--- src/rtl/seg7_scan_capture.sv ---
// Receive side of the multiplexed 7-segment path: samples segment/digit-select lines,
// debounces each digit, decodes hex glyphs and hands complete frames over valid/ready.
module seg7_scan_capture #(
    parameter int DIGITS        = 4,
    parameter int STABLE_CYCLES = 4,
    parameter int CNT_W         = 8
) (
    input  logic                  clk,
    input  logic                  rst_n,
    input  logic [6:0]            seg7_in,
    input  logic [DIGITS-1:0]     dig_sel,
    input  logic                  frame_ready,
    output logic                  frame_valid,
    output logic [4*DIGITS-1:0]   value_out,
    output logic [DIGITS-1:0]     invalid_out,
    output logic                  overrun
);

    localparam int              SW      = DIGITS + 7;
    localparam logic [CNT_W-1:0] CNT_MAX = CNT_W'(STABLE_CYCLES - 1);

    // Returns {invalid, nibble}; anything outside the 16 hex glyphs is invalid with nibble 0.
    function automatic logic [4:0] decode(input logic [6:0] seg);
        case (seg)
            7'h3F:   decode = 5'h00;
            7'h06:   decode = 5'h01;
            7'h5B:   decode = 5'h02;
            7'h4F:   decode = 5'h03;
            7'h66:   decode = 5'h04;
            7'h6D:   decode = 5'h05;
            7'h7D:   decode = 5'h06;
            7'h07:   decode = 5'h07;
            7'h7F:   decode = 5'h08;
            7'h6F:   decode = 5'h09;
            7'h77:   decode = 5'h0A;
            7'h7C:   decode = 5'h0B;
            7'h39:   decode = 5'h0C;
            7'h5E:   decode = 5'h0D;
            7'h79:   decode = 5'h0E;
            7'h71:   decode = 5'h0F;
            default: decode = 5'h10;
        endcase
    endfunction

    logic [SW-1:0]       r_sample;
    logic [CNT_W-1:0]    r_cnt;
    logic                r_done;
    logic [DIGITS-1:0]   r_mask;
    logic [4*DIGITS-1:0] r_slot_val;
    logic [DIGITS-1:0]   r_slot_inv;

    logic [SW-1:0]       w_sample;
    logic                w_change;
    logic [DIGITS-1:0]   w_sel;
    logic                w_onehot;
    logic                w_capture;
    logic                w_mask_full;
    logic [4:0]          w_dec;

    assign w_sample    = {dig_sel, seg7_in};
    // The dwell counter describes how long r_sample has held, so it is updated on the
    // same edge that reloads r_sample by comparing the incoming copy with the held one.
    assign w_change    = (w_sample != r_sample);
    assign w_sel       = r_sample[SW-1:7];
    assign w_onehot    = (w_sel != '0) && ((w_sel & (w_sel - DIGITS'(1))) == '0);
    assign w_capture   = (r_cnt == CNT_MAX) && !r_done && w_onehot;
    assign w_mask_full = &r_mask;
    assign w_dec       = decode(r_sample[6:0]);

    // NOTE: all state below uses non-blocking assignments so every register sees
    // pre-edge values of the others, independent of statement order.
    always_ff @(posedge clk or negedge rst_n) begin
        if (!rst_n) begin
            r_sample <= '0;
            r_cnt    <= '0;
            r_done   <= 1'b0;
        end else begin
            r_sample <= w_sample;
            if (w_change) begin
                r_cnt  <= '0;
                r_done <= 1'b0;
            end else begin
                if (r_cnt != CNT_MAX) r_cnt <= r_cnt + CNT_W'(1);
                if (w_capture)        r_done <= 1'b1;
            end
        end
    end

    // NOTE: the slot registers are small and explicitly reset so a partial frame after
    // reset never exposes stale data; wide memories elsewhere would not be reset.
    always_ff @(posedge clk or negedge rst_n) begin
        if (!rst_n) begin
            r_mask     <= '0;
            r_slot_val <= '0;
            r_slot_inv <= '0;
        end else begin
            r_mask <= (w_mask_full ? '0 : r_mask) | (w_capture ? w_sel : '0);
            for (int i = 0; i < DIGITS; i++) begin
                if (w_capture && w_sel[i]) begin
                    r_slot_val[4*i +: 4] <= w_dec[3:0];
                    r_slot_inv[i]        <= w_dec[4];
                end
            end
        end
    end

    // A full mask loads the output if it is empty or being drained this edge; else the frame is lost.
    always_ff @(posedge clk or negedge rst_n) begin
        if (!rst_n) begin
            frame_valid <= 1'b0;
            value_out   <= '0;
            invalid_out <= '0;
            overrun     <= 1'b0;
        end else if (w_mask_full) begin
            if (!frame_valid || frame_ready) begin
                frame_valid <= 1'b1;
                value_out   <= r_slot_val;
                invalid_out <= r_slot_inv;
            end else begin
                overrun <= 1'b1;
            end
        end else if (frame_valid && frame_ready) begin
            frame_valid <= 1'b0;
        end
    end

endmodule

--- config.mk ---
export PLATFORM = sky130hd
export DESIGN_NAME = seg7_scan_capture
export DESIGN_NICKNAME = d
export VERILOG_FILES = /design/src/rtl/seg7_scan_capture.sv
export SDC_FILE = /design/constraint.sdc
export NUM_CORES = 1
export LEC_CHECK = 0
export BUFFER_PORTS_ARGS = -buffer_cell sky130_fd_sc_hd__buf_2
export CORE_ASPECT_RATIO = 2
export CORE_UTILIZATION = 30
export DETAILED_ROUTE_END_ITERATION = 12
export PLACE_DENSITY = 0.46
export SETUP_SLACK_MARGIN = 0.4
export SLEW_MARGIN = 0
export SYNTH_ARGS = -nofsm -noshare
export SYNTH_HDL_FRONTEND = slang
export SYNTH_SLANG_ARGS = --single-unit
export TNS_END_PERCENT = 50
--- constraint.sdc ---
create_clock -name clk -period 2.4 [get_ports clk]
set_input_delay 0.24 -clock clk [delete_from_list [all_inputs] [get_ports clk]]
set_output_delay 0.24 -clock clk [all_outputs]
set_load 0.05 [all_outputs]
==> metrics.csv, run 1 <==
metric,value,unit
syn_area,0.00290,mm²
syn2layout_area_growth,23.8,%
finalSetupViolCount,0,
die_y,141,µm
core_area,0.00938,mm²
syn_inst,224,
dp_cells,357,
synth_area_leader_cell,dfrtp_1,
critPathRequiredTime,2.61,ns
leakagePower,1.77,nW
maxCapViolations,0,
wirelength,6110,µm
grt_pass1_vias,1956,
synthDistinctLibCells,44,
critical_path.max_fanout,9,
dieArea,0.0101,mm²
internal-power,1.92,mW
synth_edf_count,0,
stdcell_count,381,
synth_nets,239,
finalHoldViolations,0,
cts_tree,yes,
start_util,30.9,%
swShare,21.5,%
synth_area_leaders,"dfrtp_1, mux2_2, xor2_1",
synth.most_common_cell,dfrtp_1,
grt_max_degree,46,
synth.avg_cell_area,13.0,µm²
grt_setup_unrepaired,yes,
clock_skew,0.00296,ns
placementRows,50,
synth_top_area_share,56.9,%
grt_antenna_before_repair,0,
drt-pass1-iter-count,4,
vias,1879,
power_switching,0.524,mW
min-delay-path-class,in -> reg,
grtUsageTotal,13.5,%
power_frac_clock,48.7,%
io_pins,36,
worst-setup-path-type,reg -> reg,
yosysWarnings,0,
cp-end-kind,flip-flop,
dp_hpwl,4310,µm
routedWlPerCell,16.0,µm
root_buffer,clkbuf_16,
drtIter0Drc,83,
status,completed,
cp.arrival,2.14,ns
numPortBuffers,35,
power_density,680,mW/mm²
nNetsFinal,288,
drive_gt1_share,43.0,%
synthFlopType,dfrtp_1,
grt_pass1_wl,10100,µm
start_kind,flip-flop,
htree_levels,3,
gp_congestion,0.745,
fin_setup_tns,0,ns
pwr-share-comb,4.3,%
post_drt_via_cell_ratio,4.93,
p_seq_share,47.0,%
ant_nets,0,
clock.fmax,517,MHz
yosys-top-cells-count,"dfrtp_1, mux2_2, xor2_1",
cts_made_buffers,9,
antenna_cells,0,
relSlewSlack,48.3,%
period_share,80.6,%
ys_ff_latch,66,
clockBufferDepth,2,
synthArstFlopShare,100,%
drc,0,
clock_latency,0.32,ns
finalCriticalPeriod,1.93,ns
synth-seq-area-share,56.9,%
slew_viol_final,0,
grt_remaining_overflow,0,
path_clk_slew,0.05,ns
die_x,71.5,µm
worst_pin_slew,0.764,ns
irDropWorstVdd,0.341,mV
clock_sinks,66,
[routing by layer]
layer	track usage, %	vias up	wire length (µm)
met3	3.00	10	150
met1	14.8	950	2410
met4	7.12	0	121
met2	23.8	29	3430
li1	-	890	-
met5	0	-	0
[worst max-delay path: stages (launching register included)]
cell      delay [ns]
dfrtp_2         0.46
or3b_4          0.42
or3_4           0.39
o221ai_2        0.18
nor3_2          0.10
mux2_2          0.26
[registers in the layout, indices dropped and copies added (netlist names)]
signal and flops:
r_cnt 8, frame_valid 1, r_slot_inv 4, r_done 1
r_sample 11, r_slot_val 16, r_mask 4, value_out 16
overrun 1, invalid_out 4
[metrics by stage]
step	setup slack, ns	hold slack (ns)	utilization (%)	instance area (µm²)	total power, mW
6_report	0.466	0.0445	38.3	3590	2.44
5_1_grt	0.352	0.0334	38.3	3590	2.55
4_1_cts	0.402	0.0334	37.4	3510	2.47
3_5_place_dp	0.203	0.260	34.1	3200	1.26
3_3_place_gp	0.297	0.257	34.1	3200	1.26
2_1_floorplan	0.481	-0.0556	-	2900	1.21
[power by group through the flow]
stage / logic [mW] / registers [mW] / clock network, mW
finish: 0.105 / 1.15 / 1.19
global route: 0.119 / 1.15 / 1.28
CTS: 0.0997 / 1.15 / 1.23
detailed placement: 0.0982 / 1.17 / 0
global placement: 0.0979 / 1.17 / 0
floorplan: 0.0590 / 1.15 / 0
[cells in the final DEF, fill, tap and decap left out, types with 5 or more instances in the layout]
master	instances
dfrtp_1	62
mux2_2	38
buf_2	35
xor2_1	14
nor2_1	13
buf_4	12
nand2_1	9
clkbuf_16	9
nand3_1	6
xnor2_1	5
[cell families after synthesis]
kind of cell / Yosys count / synth area share, %
simple gates: 63 / 13.2
mux: 42 / 16.5
xor+xnor: 19 / 5.74
compound gates: 21 / 5.17
fa+ha+maj: 1 / 0.431
flops: 66 / 56.9
buf+inv: 12 / 2.03
[area by class of cell]
type                            count  area, µm²
Clock buffer                       13        260
Clock inverter                      2       12.5
Fill cell                         929       5790
Inverter                            1       3.75
Multi-Input combinational cell    146       1230
Sequential cell                    66       1660
Tap cell                          104        130
Timing Repair Buffer               49        295
[repair_timing]
item / in CTS / in global routing
setup buffers: 2 / 6
hold endpoints to repair: 21 / 0
hold buffers: 1 / 0
gates resized for setup: 4 / 8
pin swaps: 2 / 3
setup endpoints to repair: 17 / 20
[worst paths after layout]
check	start	end	slack, ns	depth (start not counted)
max in group asynchronous	rst_n	r_slot_val[5]	1.33	3
worst max register to register	r_sample[4]	r_slot_inv[1]	0.47	5
min in group asynchronous	rst_n	value_out[15]	0.44	2
worst min-delay path	dig_sel[1]	r_sample[8]	0.04	1
worst max-delay path	r_sample[4]	r_slot_inv[1]	0.47	5
worst min register to register	overrun	overrun	0.47	1
Power figures use the tool's default switching activity.
==> inputs of run 2 (changes only) <==
==> constraint.sdc (replaced) <==
create_clock -name clk -period 1.8 [get_ports clk]
set_input_delay 0.18 -clock clk [delete_from_list [all_inputs] [get_ports clk]]
set_output_delay 0.18 -clock clk [all_outputs]
set_load 0.05 [all_outputs]
==> metrics.csv, run 2 (synthesized netlist as in run 1, its figures left out) <==
metric,value,unit,change
status,"finished, violations left",,was completed
violations,setup timing,,
layout_commonest_cell,dfrtp_1,,unchanged
irDropWorstVdd,0.462,mV,was 0.341 mV
numPortBuffers,35,,unchanged
start_kind,flip-flop,,unchanged
drtIter0Drc,76,,was 83
grt_pass1_wl,10900,µm,was 10100 µm
slew_viol_final,0,,unchanged
clockBufferDepth,2,,unchanged
vias,2105,,was 1879
cts_tree,yes,,unchanged
antenna_cells,0,,unchanged
critical_path.max_fanout,6,,was 9
grt_pass1_vias,2252,,was 1956
leakagePower,2.10,nW,was 1.77 nW
grt_setup_unrepaired,yes,,unchanged
core_area,0.00938,mm²,unchanged
hp-start,frame_ready,,was dig_sel[1]
post_drt_via_cell_ratio,4.84,,was 4.93
drt-pass1-iter-count,3,,was 4
grt_antenna_before_repair,0,,unchanged
clock.fmax,549,MHz,was 517 MHz
largest_registers,"r_slot_val x16, value_out x16, r_sample x11",,unchanged
root_buffer,clkbuf_16,,unchanged
grtUsageTotal,14.4,%,was 13.5%
placementRows,50,,unchanged
grt_max_degree,34,,was 46
stdcell_area,0.00427,mm²,was 0.00359 mm²
cp-end-kind,flip-flop,,unchanged
die_x,71.5,µm,unchanged
ant_nets,0,,unchanged
wirelength,6480,µm,was 6110 µm
clock_latency,0.33,ns,was 0.32 ns
critPathRequiredTime,2.01,ns,was 2.61 ns
drc,0,,unchanged
nNetsFinal,341,,was 288
fin_ws,-0.0201,ns,was 0.466 ns
utilization,45.5,%,was 38.3%
period_share,101,%,was 80.6%
placed_area,0.00355,mm²,was 0.00320 mm²
drive_gt1_share,54.1,%,was 43.0%
htree_levels,3,,unchanged
die_y,141,µm,unchanged
rr_startpoint,r_cnt[0],,was r_sample[4]
worst_pin_slew,0.400,ns,was 0.764 ns
gp_congestion,0.898,,was 0.745
power_density,810,mW/mm²,was 680 mW/mm²
path_clk_slew,0.05,ns,about the same
finalHoldViolations,0,,unchanged
finalCriticalPeriod,1.82,ns,was 1.93 ns
routedWlPerCell,14.9,µm,was 16.0 µm
worst-setup-path-type,reg -> reg,,unchanged
cp-startpoint,r_cnt[0],,was r_sample[4]
syn2layout_area_growth,47.0,%,was 23.8%
io_pins,36,,unchanged
cp.arrival,2.03,ns,was 2.14 ns
finalPower,3.46,mW,was 2.44 mW
dp_hpwl,4790,µm,was 4310 µm
clock_skew,0.00400,ns,was 0.00296 ns
maxCapViolations,0,,unchanged
dieArea,0.0101,mm²,unchanged
finalSetupViolCount,7,,was 0
min-delay-path-class,in -> reg,,unchanged
start_util,30.9,%,unchanged
relSlewSlack,73.3,%,was 48.3%
most-common-layout-cells,"dfrtp_1, buf_4, buf_2",,"was dfrtp_1, mux2_2, buf_2"
cts_made_buffers,9,,unchanged
clock_sinks,66,,unchanged
grt_remaining_overflow,0,,unchanged
==> run 2: cell count changes in the layout (fill, tap and decap cells not counted), sizes merged <==
cell | previous run | this run
buf | 48 | 90
dlygate4sd3 | 1 | 12
bufinv | 0 | 1
clkinv | 1 | 2
clkinvlp | 1 | 0
==> run 2: routing by layer <==
metal  global-route usage, %  routed length [µm]
met1                    14.0                2320
met2                    27.4                3800
met3                    2.79                 149
met4                    8.26                 206
met5                       0                   0
==> run 2: metrics by stage <==
step	hold WS [ns]	setup TNS, ns	std cells	setup WS [ns]
floorplan	-0.116	-0.169	224	-0.0297
global placement	0.135	-0.215	396	-0.0361
detailed placement	0.137	-0.371	396	-0.0694
CTS	0.139	-0.203	430	-0.0380
global route	0.191	-1.89	435	-0.127
finish	0.147	-0.0652	435	-0.0201
==> run 2: worst paths after layout <==
path / endpoint / slack, ns / depth (start not counted)
min in group asynchronous: r_slot_val[15] / 0.31 / 2
min: frame_valid / 0.15 / 3
max: r_slot_val[8] / -0.02 / 8
min reg2reg: overrun / 0.46 / 1
max in group asynchronous: invalid_out[1] / 0.98 / 3
max reg2reg: r_slot_val[8] / -0.02 / 8
==> run 2: repair_timing <==
item,in CTS,in global routing
pin swaps,17,10
endpoints found under the hold margin,24,0
hold buffers,12,0
resized for setup,37,13
buffers inserted,5,5
cloned,1,0
setup endpoints to repair,53,46
==> run 2: layout make-up <==
class / count / area, µm²
fillers: 895 / 5120
flip-flops and latches: 66 / 1650
multi-input cells: 146 / 1390
repair buffers: 102 / 796
clock buffers: 13 / 250
well taps: 104 / 130
clock inverters: 3 / 40.0
inverters: 1 / 3.75
==> run 2: power breakdown <==
part	leakage, nW	internal [mW]	total, mW	switching [mW]
Clock	0.144	1.11	1.71	0.605
Sequential	0.894	1.50	1.52	0.0196
Combinational	1.06	0.116	0.229	0.113
==> run 2: critical path, stage by stage (launching register included) <==
cell	delay, ns
dfrtp_1	0.35
ha_2	0.18
nor4b_4	0.22
nand2_2	0.11
nor4_4	0.15
buf_4	0.14
nand3b_1	0.08
buf_6	0.16
mux2_4	0.29
